File: src/rtl/axi_lite_master_if.sv
// Core-side request/response and AXI4-Lite bus bundle for axi_lite_master.
// The master modport is the initiator's view; the slave modport is the environment's.
interface axi_lite_master_if #(
    parameter int unsigned ADDR_W = 32,
    parameter int unsigned DATA_W = 32
);
    localparam int unsigned STRB_W = DATA_W / 8;

    logic              req_valid;
    logic              req_ready;
    logic              req_wen;
    logic [ADDR_W-1:0] req_addr;
    logic [DATA_W-1:0] req_wdata;
    logic [STRB_W-1:0] req_wstrb;
    logic              resp_valid;
    logic              resp_ready;
    logic [DATA_W-1:0] resp_rdata;
    logic              resp_err;

    logic              ARVALID;
    logic              ARREADY;
    logic [ADDR_W-1:0] ARADDR;
    logic              RVALID;
    logic              RREADY;
    logic [DATA_W-1:0] RDATA;
    logic [1:0]        RRESP;
    logic              AWVALID;
    logic              AWREADY;
    logic [ADDR_W-1:0] AWADDR;
    logic              WVALID;
    logic              WREADY;
    logic [DATA_W-1:0] WDATA;
    logic [STRB_W-1:0] WSTRB;
    logic              BVALID;
    logic              BREADY;
    logic [1:0]        BRESP;

    modport master (
        input  req_valid, req_wen, req_addr, req_wdata, req_wstrb, resp_ready,
        output req_ready, resp_valid, resp_rdata, resp_err,
        input  ARREADY, RVALID, RDATA, RRESP, AWREADY, WREADY, BVALID, BRESP,
        output ARVALID, ARADDR, RREADY, AWVALID, AWADDR, WVALID, WDATA, WSTRB, BREADY
    );

    modport slave (
        output req_valid, req_wen, req_addr, req_wdata, req_wstrb, resp_ready,
        input  req_ready, resp_valid, resp_rdata, resp_err,
        output ARREADY, RVALID, RDATA, RRESP, AWREADY, WREADY, BVALID, BRESP,
        input  ARVALID, ARADDR, RREADY, AWVALID, AWADDR, WVALID, WDATA, WSTRB, BREADY
    );
endinterface

File: src/rtl/axi_lite_master.sv
// Single-outstanding AXI4-Lite initiator: one core load/store becomes one bus transaction,
// with read data and an error flag returned to the core.
module axi_lite_master #(
    parameter int unsigned ADDR_W = 32,
    parameter int unsigned DATA_W = 32
) (
    input logic               clk,
    input logic               rst,
    axi_lite_master_if.master bus
);
    localparam int unsigned STRB_W = DATA_W / 8;

    localparam logic [2:0] StIdle  = 3'd0;
    localparam logic [2:0] StWrite = 3'd1;
    localparam logic [2:0] StB     = 3'd2;
    localparam logic [2:0] StAr    = 3'd3;
    localparam logic [2:0] StR     = 3'd4;
    localparam logic [2:0] StResp  = 3'd5;

    logic [2:0]        state_q, state_d;
    logic [ADDR_W-1:0] addr_q, addr_d;
    logic [DATA_W-1:0] wdata_q, wdata_d;
    logic [STRB_W-1:0] wstrb_q, wstrb_d;
    logic              aw_done_q, aw_done_d;
    logic              w_done_q, w_done_d;
    logic [DATA_W-1:0] rdata_q, rdata_d;
    logic              err_q, err_d;

    logic aw_hs;
    logic w_hs;

    // Only xRESP[1] distinguishes an error; bit 0 (EXOKAY/DECERR split) is not needed.
    logic unused_resp_lsb;
    assign unused_resp_lsb = bus.RRESP[0] ^ bus.BRESP[0];

    assign aw_hs = (state_q == StWrite) && !aw_done_q && bus.AWREADY;
    assign w_hs  = (state_q == StWrite) && !w_done_q && bus.WREADY;

    always_comb begin
        state_d   = state_q;
        addr_d    = addr_q;
        wdata_d   = wdata_q;
        wstrb_d   = wstrb_q;
        aw_done_d = aw_done_q;
        w_done_d  = w_done_q;
        rdata_d   = rdata_q;
        err_d     = err_q;
        case (state_q)
            StIdle: begin
                if (bus.req_valid) begin
                    addr_d = bus.req_addr;
                    if (bus.req_wen) begin
                        wdata_d   = bus.req_wdata;
                        wstrb_d   = bus.req_wstrb;
                        aw_done_d = 1'b0;
                        w_done_d  = 1'b0;
                        state_d   = StWrite;
                    end else begin
                        state_d = StAr;
                    end
                end
            end
            StWrite: begin
                if (aw_hs) aw_done_d = 1'b1;
                if (w_hs)  w_done_d  = 1'b1;
                // Leave as soon as both channels are through, counting this cycle's handshakes.
                if ((aw_done_q || aw_hs) && (w_done_q || w_hs)) state_d = StB;
            end
            StB: begin
                if (bus.BVALID) begin
                    err_d   = bus.BRESP[1];
                    rdata_d = '0;
                    state_d = StResp;
                end
            end
            StAr: begin
                if (bus.ARREADY) state_d = StR;
            end
            StR: begin
                if (bus.RVALID) begin
                    rdata_d = bus.RDATA;
                    err_d   = bus.RRESP[1];
                    state_d = StResp;
                end
            end
            StResp: begin
                if (bus.resp_ready) state_d = StIdle;
            end
            default: state_d = StIdle;
        endcase
    end

    always_ff @(posedge clk or negedge rst) begin
        if (!rst) begin
            state_q   <= StIdle;
            addr_q    <= '0;
            wdata_q   <= '0;
            wstrb_q   <= '0;
            aw_done_q <= 1'b0;
            w_done_q  <= 1'b0;
            rdata_q   <= '0;
            err_q     <= 1'b0;
        end else begin
            state_q   <= state_d;
            addr_q    <= addr_d;
            wdata_q   <= wdata_d;
            wstrb_q   <= wstrb_d;
            aw_done_q <= aw_done_d;
            w_done_q  <= w_done_d;
            rdata_q   <= rdata_d;
            err_q     <= err_d;
        end
    end

    // All bus outputs are pure functions of registered state.
    assign bus.req_ready  = (state_q == StIdle);
    assign bus.resp_valid = (state_q == StResp);
    assign bus.resp_rdata = rdata_q;
    assign bus.resp_err   = err_q;

    assign bus.AWVALID = (state_q == StWrite) && !aw_done_q;
    assign bus.AWADDR  = addr_q;
    assign bus.WVALID  = (state_q == StWrite) && !w_done_q;
    assign bus.WDATA   = wdata_q;
    assign bus.WSTRB   = wstrb_q;
    assign bus.BREADY  = (state_q == StB);
    assign bus.ARVALID = (state_q == StAr);
    assign bus.ARADDR  = addr_q;
    assign bus.RREADY  = (state_q == StR);
endmodule

File: src/flat_wrapper.sv
// flat-port wrapper written by rule: the top's interface ports become plain ports
module axi_lite_master_flat 
#(
    parameter int unsigned ADDR_W = 32,
    parameter int unsigned DATA_W = 32
)
  (clk, rst, bus_req_valid, bus_req_wen, bus_req_addr, bus_req_wdata, bus_req_wstrb, bus_resp_ready, bus_req_ready, bus_resp_valid, bus_resp_rdata, bus_resp_err, bus_ARREADY, bus_RVALID, bus_RDATA, bus_RRESP, bus_AWREADY, bus_WREADY, bus_BVALID, bus_BRESP, bus_ARVALID, bus_ARADDR, bus_RREADY, bus_AWVALID, bus_AWADDR, bus_WVALID, bus_WDATA, bus_WSTRB, bus_BREADY);
  axi_lite_master_if #(.ADDR_W(ADDR_W), .DATA_W(DATA_W)) bus_i ();
  input logic clk;
  input logic rst;
  input wire logic [$bits(bus_i.req_valid)-1:0] bus_req_valid;
  input wire logic [$bits(bus_i.req_wen)-1:0] bus_req_wen;
  input wire logic [$bits(bus_i.req_addr)-1:0] bus_req_addr;
  input wire logic [$bits(bus_i.req_wdata)-1:0] bus_req_wdata;
  input wire logic [$bits(bus_i.req_wstrb)-1:0] bus_req_wstrb;
  input wire logic [$bits(bus_i.resp_ready)-1:0] bus_resp_ready;
  output wire logic [$bits(bus_i.req_ready)-1:0] bus_req_ready;
  output wire logic [$bits(bus_i.resp_valid)-1:0] bus_resp_valid;
  output wire logic [$bits(bus_i.resp_rdata)-1:0] bus_resp_rdata;
  output wire logic [$bits(bus_i.resp_err)-1:0] bus_resp_err;
  input wire logic [$bits(bus_i.ARREADY)-1:0] bus_ARREADY;
  input wire logic [$bits(bus_i.RVALID)-1:0] bus_RVALID;
  input wire logic [$bits(bus_i.RDATA)-1:0] bus_RDATA;
  input wire logic [$bits(bus_i.RRESP)-1:0] bus_RRESP;
  input wire logic [$bits(bus_i.AWREADY)-1:0] bus_AWREADY;
  input wire logic [$bits(bus_i.WREADY)-1:0] bus_WREADY;
  input wire logic [$bits(bus_i.BVALID)-1:0] bus_BVALID;
  input wire logic [$bits(bus_i.BRESP)-1:0] bus_BRESP;
  output wire logic [$bits(bus_i.ARVALID)-1:0] bus_ARVALID;
  output wire logic [$bits(bus_i.ARADDR)-1:0] bus_ARADDR;
  output wire logic [$bits(bus_i.RREADY)-1:0] bus_RREADY;
  output wire logic [$bits(bus_i.AWVALID)-1:0] bus_AWVALID;
  output wire logic [$bits(bus_i.AWADDR)-1:0] bus_AWADDR;
  output wire logic [$bits(bus_i.WVALID)-1:0] bus_WVALID;
  output wire logic [$bits(bus_i.WDATA)-1:0] bus_WDATA;
  output wire logic [$bits(bus_i.WSTRB)-1:0] bus_WSTRB;
  output wire logic [$bits(bus_i.BREADY)-1:0] bus_BREADY;
  assign bus_i.req_valid = bus_req_valid;
  assign bus_i.req_wen = bus_req_wen;
  assign bus_i.req_addr = bus_req_addr;
  assign bus_i.req_wdata = bus_req_wdata;
  assign bus_i.req_wstrb = bus_req_wstrb;
  assign bus_i.resp_ready = bus_resp_ready;
  assign bus_req_ready = bus_i.req_ready;
  assign bus_resp_valid = bus_i.resp_valid;
  assign bus_resp_rdata = bus_i.resp_rdata;
  assign bus_resp_err = bus_i.resp_err;
  assign bus_i.ARREADY = bus_ARREADY;
  assign bus_i.RVALID = bus_RVALID;
  assign bus_i.RDATA = bus_RDATA;
  assign bus_i.RRESP = bus_RRESP;
  assign bus_i.AWREADY = bus_AWREADY;
  assign bus_i.WREADY = bus_WREADY;
  assign bus_i.BVALID = bus_BVALID;
  assign bus_i.BRESP = bus_BRESP;
  assign bus_ARVALID = bus_i.ARVALID;
  assign bus_ARADDR = bus_i.ARADDR;
  assign bus_RREADY = bus_i.RREADY;
  assign bus_AWVALID = bus_i.AWVALID;
  assign bus_AWADDR = bus_i.AWADDR;
  assign bus_WVALID = bus_i.WVALID;
  assign bus_WDATA = bus_i.WDATA;
  assign bus_WSTRB = bus_i.WSTRB;
  assign bus_BREADY = bus_i.BREADY;
  axi_lite_master #(.ADDR_W(ADDR_W), .DATA_W(DATA_W)) u_core (.clk(clk), .rst(rst), .bus(bus_i));
endmodule
File: config.mk
export PLATFORM = sky130hd
export DESIGN_NAME = axi_lite_master_flat
export DESIGN_NICKNAME = d
export VERILOG_FILES = /design/src/rtl/axi_lite_master_if.sv /design/src/rtl/axi_lite_master.sv /design/src/flat_wrapper.sv
export SDC_FILE = /design/constraint.sdc
export NUM_CORES = 1
export LEC_CHECK = 0
export BUFFER_PORTS_ARGS = -buffer_cell sky130_fd_sc_hd__buf_2
export CORE_ASPECT_RATIO = 1.5
export CORE_MARGIN = 10
export CORE_UTILIZATION = 44
export DETAILED_ROUTE_END_ITERATION = 8
export MAX_ROUTING_LAYER = met4
export PLACE_DENSITY = 0.86
export SYNTH_ARGS = -nofsm -noshare
export SYNTH_HDL_FRONTEND = slang
export SYNTH_SLANG_ARGS = --single-unit
export TNS_END_PERCENT = 30
File: constraint.sdc
create_clock -name clk -period 2.5 [get_ports clk]
set_input_delay 0 -clock clk [delete_from_list [all_inputs] [get_ports clk]]
set_output_delay 0 -clock clk [all_outputs]
set_load 0.1 [all_outputs]
==> key figures <==
Status
  – Result of the run: finished, final reports clean

Layout
  – Fillers: 644
  – Number of nets at the end of the flow: 794
  – Share of cells above drive strength 1: 0.4949
  – Area delta synth->final: 56.53%
  – Post-route design area: 0.006947 mm2

Detailed routing
  – Post-detailed-route DRC marker count: 0
  – Final wirelength: 15.30 mm
  – Per-cell routed wire length: 19.03 um
  – Per-cell via count in the routed design: 4.874
  – Detail Route Antenna Nets: 0
  – First-pass iteration count of the detailed router: 4
  – Via count: 3919
  – DRC marker count from the first detailed-route iteration: 115

Clock network
  – Number of levels in the clock H-tree: 3
  – Clock Pin Slew Worst Setup and Hold Paths: 0.07 ns
  – Clock sink total: 106
  – Post-CTS setup repair buffer count: 0
  – TritonCTS Buffers: 9
  – Post_cts resized: 0
  – CTS tree: done
  – Clock latency on the worst-skew pair: 0.34 ns
  – Clock Tree Buf Depth: 2
  – Root buffer cell: clkbuf_16

Critical path
  – Critical Setup Path Class: register to output port
  – Element type at the critical path start: register
  – Standard cell with the maximum stage delay on the critical path: buf_2
  – Flop2flop setup slack: 0.53 ns
  – Crit-path leading delay family: buffers and inverters
  – Worst path max stage delay: 0.50 ns
  – Cell repeated most along the worst path: buf_4
  – WP buf/inv: 3
  – Maximum net fanout on the critical path: 34
  – Setup crit end kind: output port
  – Arrival @ worst endpoint: 2.10 ns
  – Data required time at the worst endpoint: 2.50 ns
  – Cell chain of the critical path: buf_4 -> nor3b_4 -> buf_4 -> buf_2

Synthesis
  – Net Count, Synth: 474
  – Largest area contributor in the netlist: dfrtp_1
  – Simple-gate share of the synthesized area: 0.08148
  – Largest family of logic cells by synthesized area: multiplexers
  – Sequential-to-total area share from yosys stat: 0.5977
  – Number of synthesized flops with an enable pin: 0
  – Synthesized-area fraction occupied by ao, oa, aoi and oai cells: 0.05328
  – Post-Synthesis Mean Instance Area: 12.33 um2
  – Cells after Synth: 360
  – Post-synth cell types: 27
  – Share of the synthesized area in the top cell type: 0.5977
  – Top area cells in the synthesized netlist: dfrtp_1 (60%), mux2_2 (13%), nand2_1 (6.0%)
  – Mux share of post-synthesis cell area: 0.1889
  – Async set-reset flop share out of synthesis: 1.000
  – Mapped cell area: 0.004438 mm2
  – YS warnings: 0
  – Synth Register Bits: 106
  – Fraction of synthesized cell area in xor and xnor cells: 0
  – Adder-Cell Fraction of Synth Area: 0
  – Most used flip-flop cell after synthesis: dfrtp_1

Timing
  – Shortest period the worst path allows: 2.103 ns
  – RSZ-0062 raised after global routing: false
  – Post-route clock period utilization: 0.8411
  – PnR worst setup slack: 0.3972 ns
  – Slew at the pin closest to its max-slew limit: 0.6876 ns
  – Final Max Tran Viols: 0
  – Worst slew slack as a fraction of its limit: 0.5416
  – Final setup violation count: 0
  – Number of hold violations in the final report: 0
  – Max Clk Rate: 475.6 MHz
  – Maximum clock skew at final layout: 0.009789 ns

Die
  – Top Ports: 254
  – Area enclosed by the die boundary: 0.01459 mm2
  – Horiz. Die Dim: 102 um
  – Vert. Die Dim: 143 um
  – Core area: 0.009799 mm2
  – Starting utilization of the core area: 0.4529
  – Row Count: 44

GRT
  – Global Route Usage Sum: 0.2113
  – Wire length of the first global-routing pass: 23.19 mm
  – Number of antenna violations at the first check in global routing: 4
  – Grt ovf: 0
  – Pin count of the biggest net entering global routing: 67
  – Number of global-route vias before repair: 4411

Placed design
  – DPL Wire Length: 10.22 mm
  – Weighted congestion at the end of routability-driven global placement: 0.7818
  – Placed Instance Area: 0.005582 mm2
  – Worst slack, placed: 0.5758 ns
  – Number of buffers inserted by port buffering: 251

Worst hold path
  – HP Class: input pin to register

Flow run
  – Max Cap Violations: 0
-- timing repair --
| item | CTS | global route |
|---|---|---|
| endpoints found under the hold margin | 157 | 0 |
| endpoints found under the setup margin | 0 | 0 |
| hold buffers | 104 | 0 |
-- kinds of logic after synthesis --
family          after synthesis
flops                       106
simple gates                 84
mux                          72
buf+inv                      54
compound gates               44
-- state kept, by name, summed over array words and instances (netlist names) --
name / count
u_core.bus.ARADDR: 32
u_core.bus.WDATA: 32
u_core.bus.resp_rdata: 32
u_core.bus.WSTRB: 4
u_core.state_q: 3
u_core.aw_done_q: 1
u_core.bus.resp_err: 1
u_core.w_done_q: 1
-- cell type report --
cell class,instances,area [um2],share of cell area
repair buffers,361,2357,0.3393
diodes,4,10.01,0.001441
flip-flops and latches,106,2653,0.3818
clock inverters,5,61.31,0.008826
clock buffers,11,252.7,0.03638
well taps,115,143.9,0.02071
multi-input cells,200,1461,0.2104
inverters,2,7.507,0.001081
-- per-stage QoR --
step	std cells	hold WS [ns]	TNS, ns	util
after detailed placement	680	0.07846	0	0.5696
after CTS	800	0.0008207	0	0.7079
after floorplan	360	-0.2956	-0.1732	-
after global placement	680	0.07452	0	0.5696
final	804	0.01266	0	0.7089
after global routing	804	0.02769	0	0.7089
-- layer usage --
metal,global-route usage,vias up,wire length [um]
met1,0.1981,1872,5114
met5,-,-,0
met2,0.3808,190,8435
met3,0.06184,42,1200
met4,0.1021,0,546
li1,-,1815,-
-- worst reg2reg max path, cell delays in order (launching register included) --
cell and delay, ns:
dfrtp_1 0.54, nor4b_4 0.35, nand2_2 0.23, buf_4 0.34, mux2_1 0.39
-- layout by cell type, fill, tap and decap left out --
cell           instances
buf_12                 1
a32oi_1                1
clkbuf_8               2
clkinv_4               2
a21oi_1                3
nor2b_1                1
nor2_1                 4
bufinv_16              1
buf_2                250
nor3b_4                2
o221ai_1               1
buf_4                  6
mux2_2                52
o21ai_0               36
mux2_4                 8
and2_1                 1
diode_2                4
mux2_1                10
inv_1                  2
nand2_2                1
nand2b_1               2
o22a_1                 1
clkbuf_16              9
a22oi_2                1
nor4b_4                1
nor3_1                 1
dlygate4sd3_1        104
nand2_1               70
clkinv_2               1
a21boi_0               1
inv_6                  1
or2_2                  1
mux2i_1                2
dfrtp_1              106
-- synth_stat cells, types with 2 or more instances --
| master | instances |
|---|---|
| dfrtp_1 | 106 |
| nand2_1 | 71 |
| mux2_2 | 52 |
| o21ai_0 | 36 |
| buf_4 | 33 |
| clkbuf_1 | 11 |
| mux2_1 | 10 |
| mux2_4 | 8 |
| buf_2 | 6 |
| nor2_1 | 4 |
| a21oi_1 | 3 |
| buf_6 | 2 |
| inv_1 | 2 |
| mux2i_1 | 2 |
| nand2b_1 | 2 |
-- final timing paths --
| path | from | to | cells after the start |
|---|---|---|---|
| min | bus_req_wen | u_core.aw_done_q | 3 |
| min reg2reg | u_core.bus.resp_rdata[14] | u_core.bus.resp_rdata[14] | 2 |
| max reg2reg | u_core.state_q[1] | u_core.bus.WDATA[11] | 4 |
| max in group asynchronous | rst | u_core.w_done_q | 3 |
| max | u_core.state_q[0] | bus_RREADY | 4 |
| min in group asynchronous | rst | u_core.bus.WSTRB[0] | 2 |
Power is left out: the tool's default activity adds up to more than one toggle a clock period on the data nets, which glitch-free logic cannot reach.
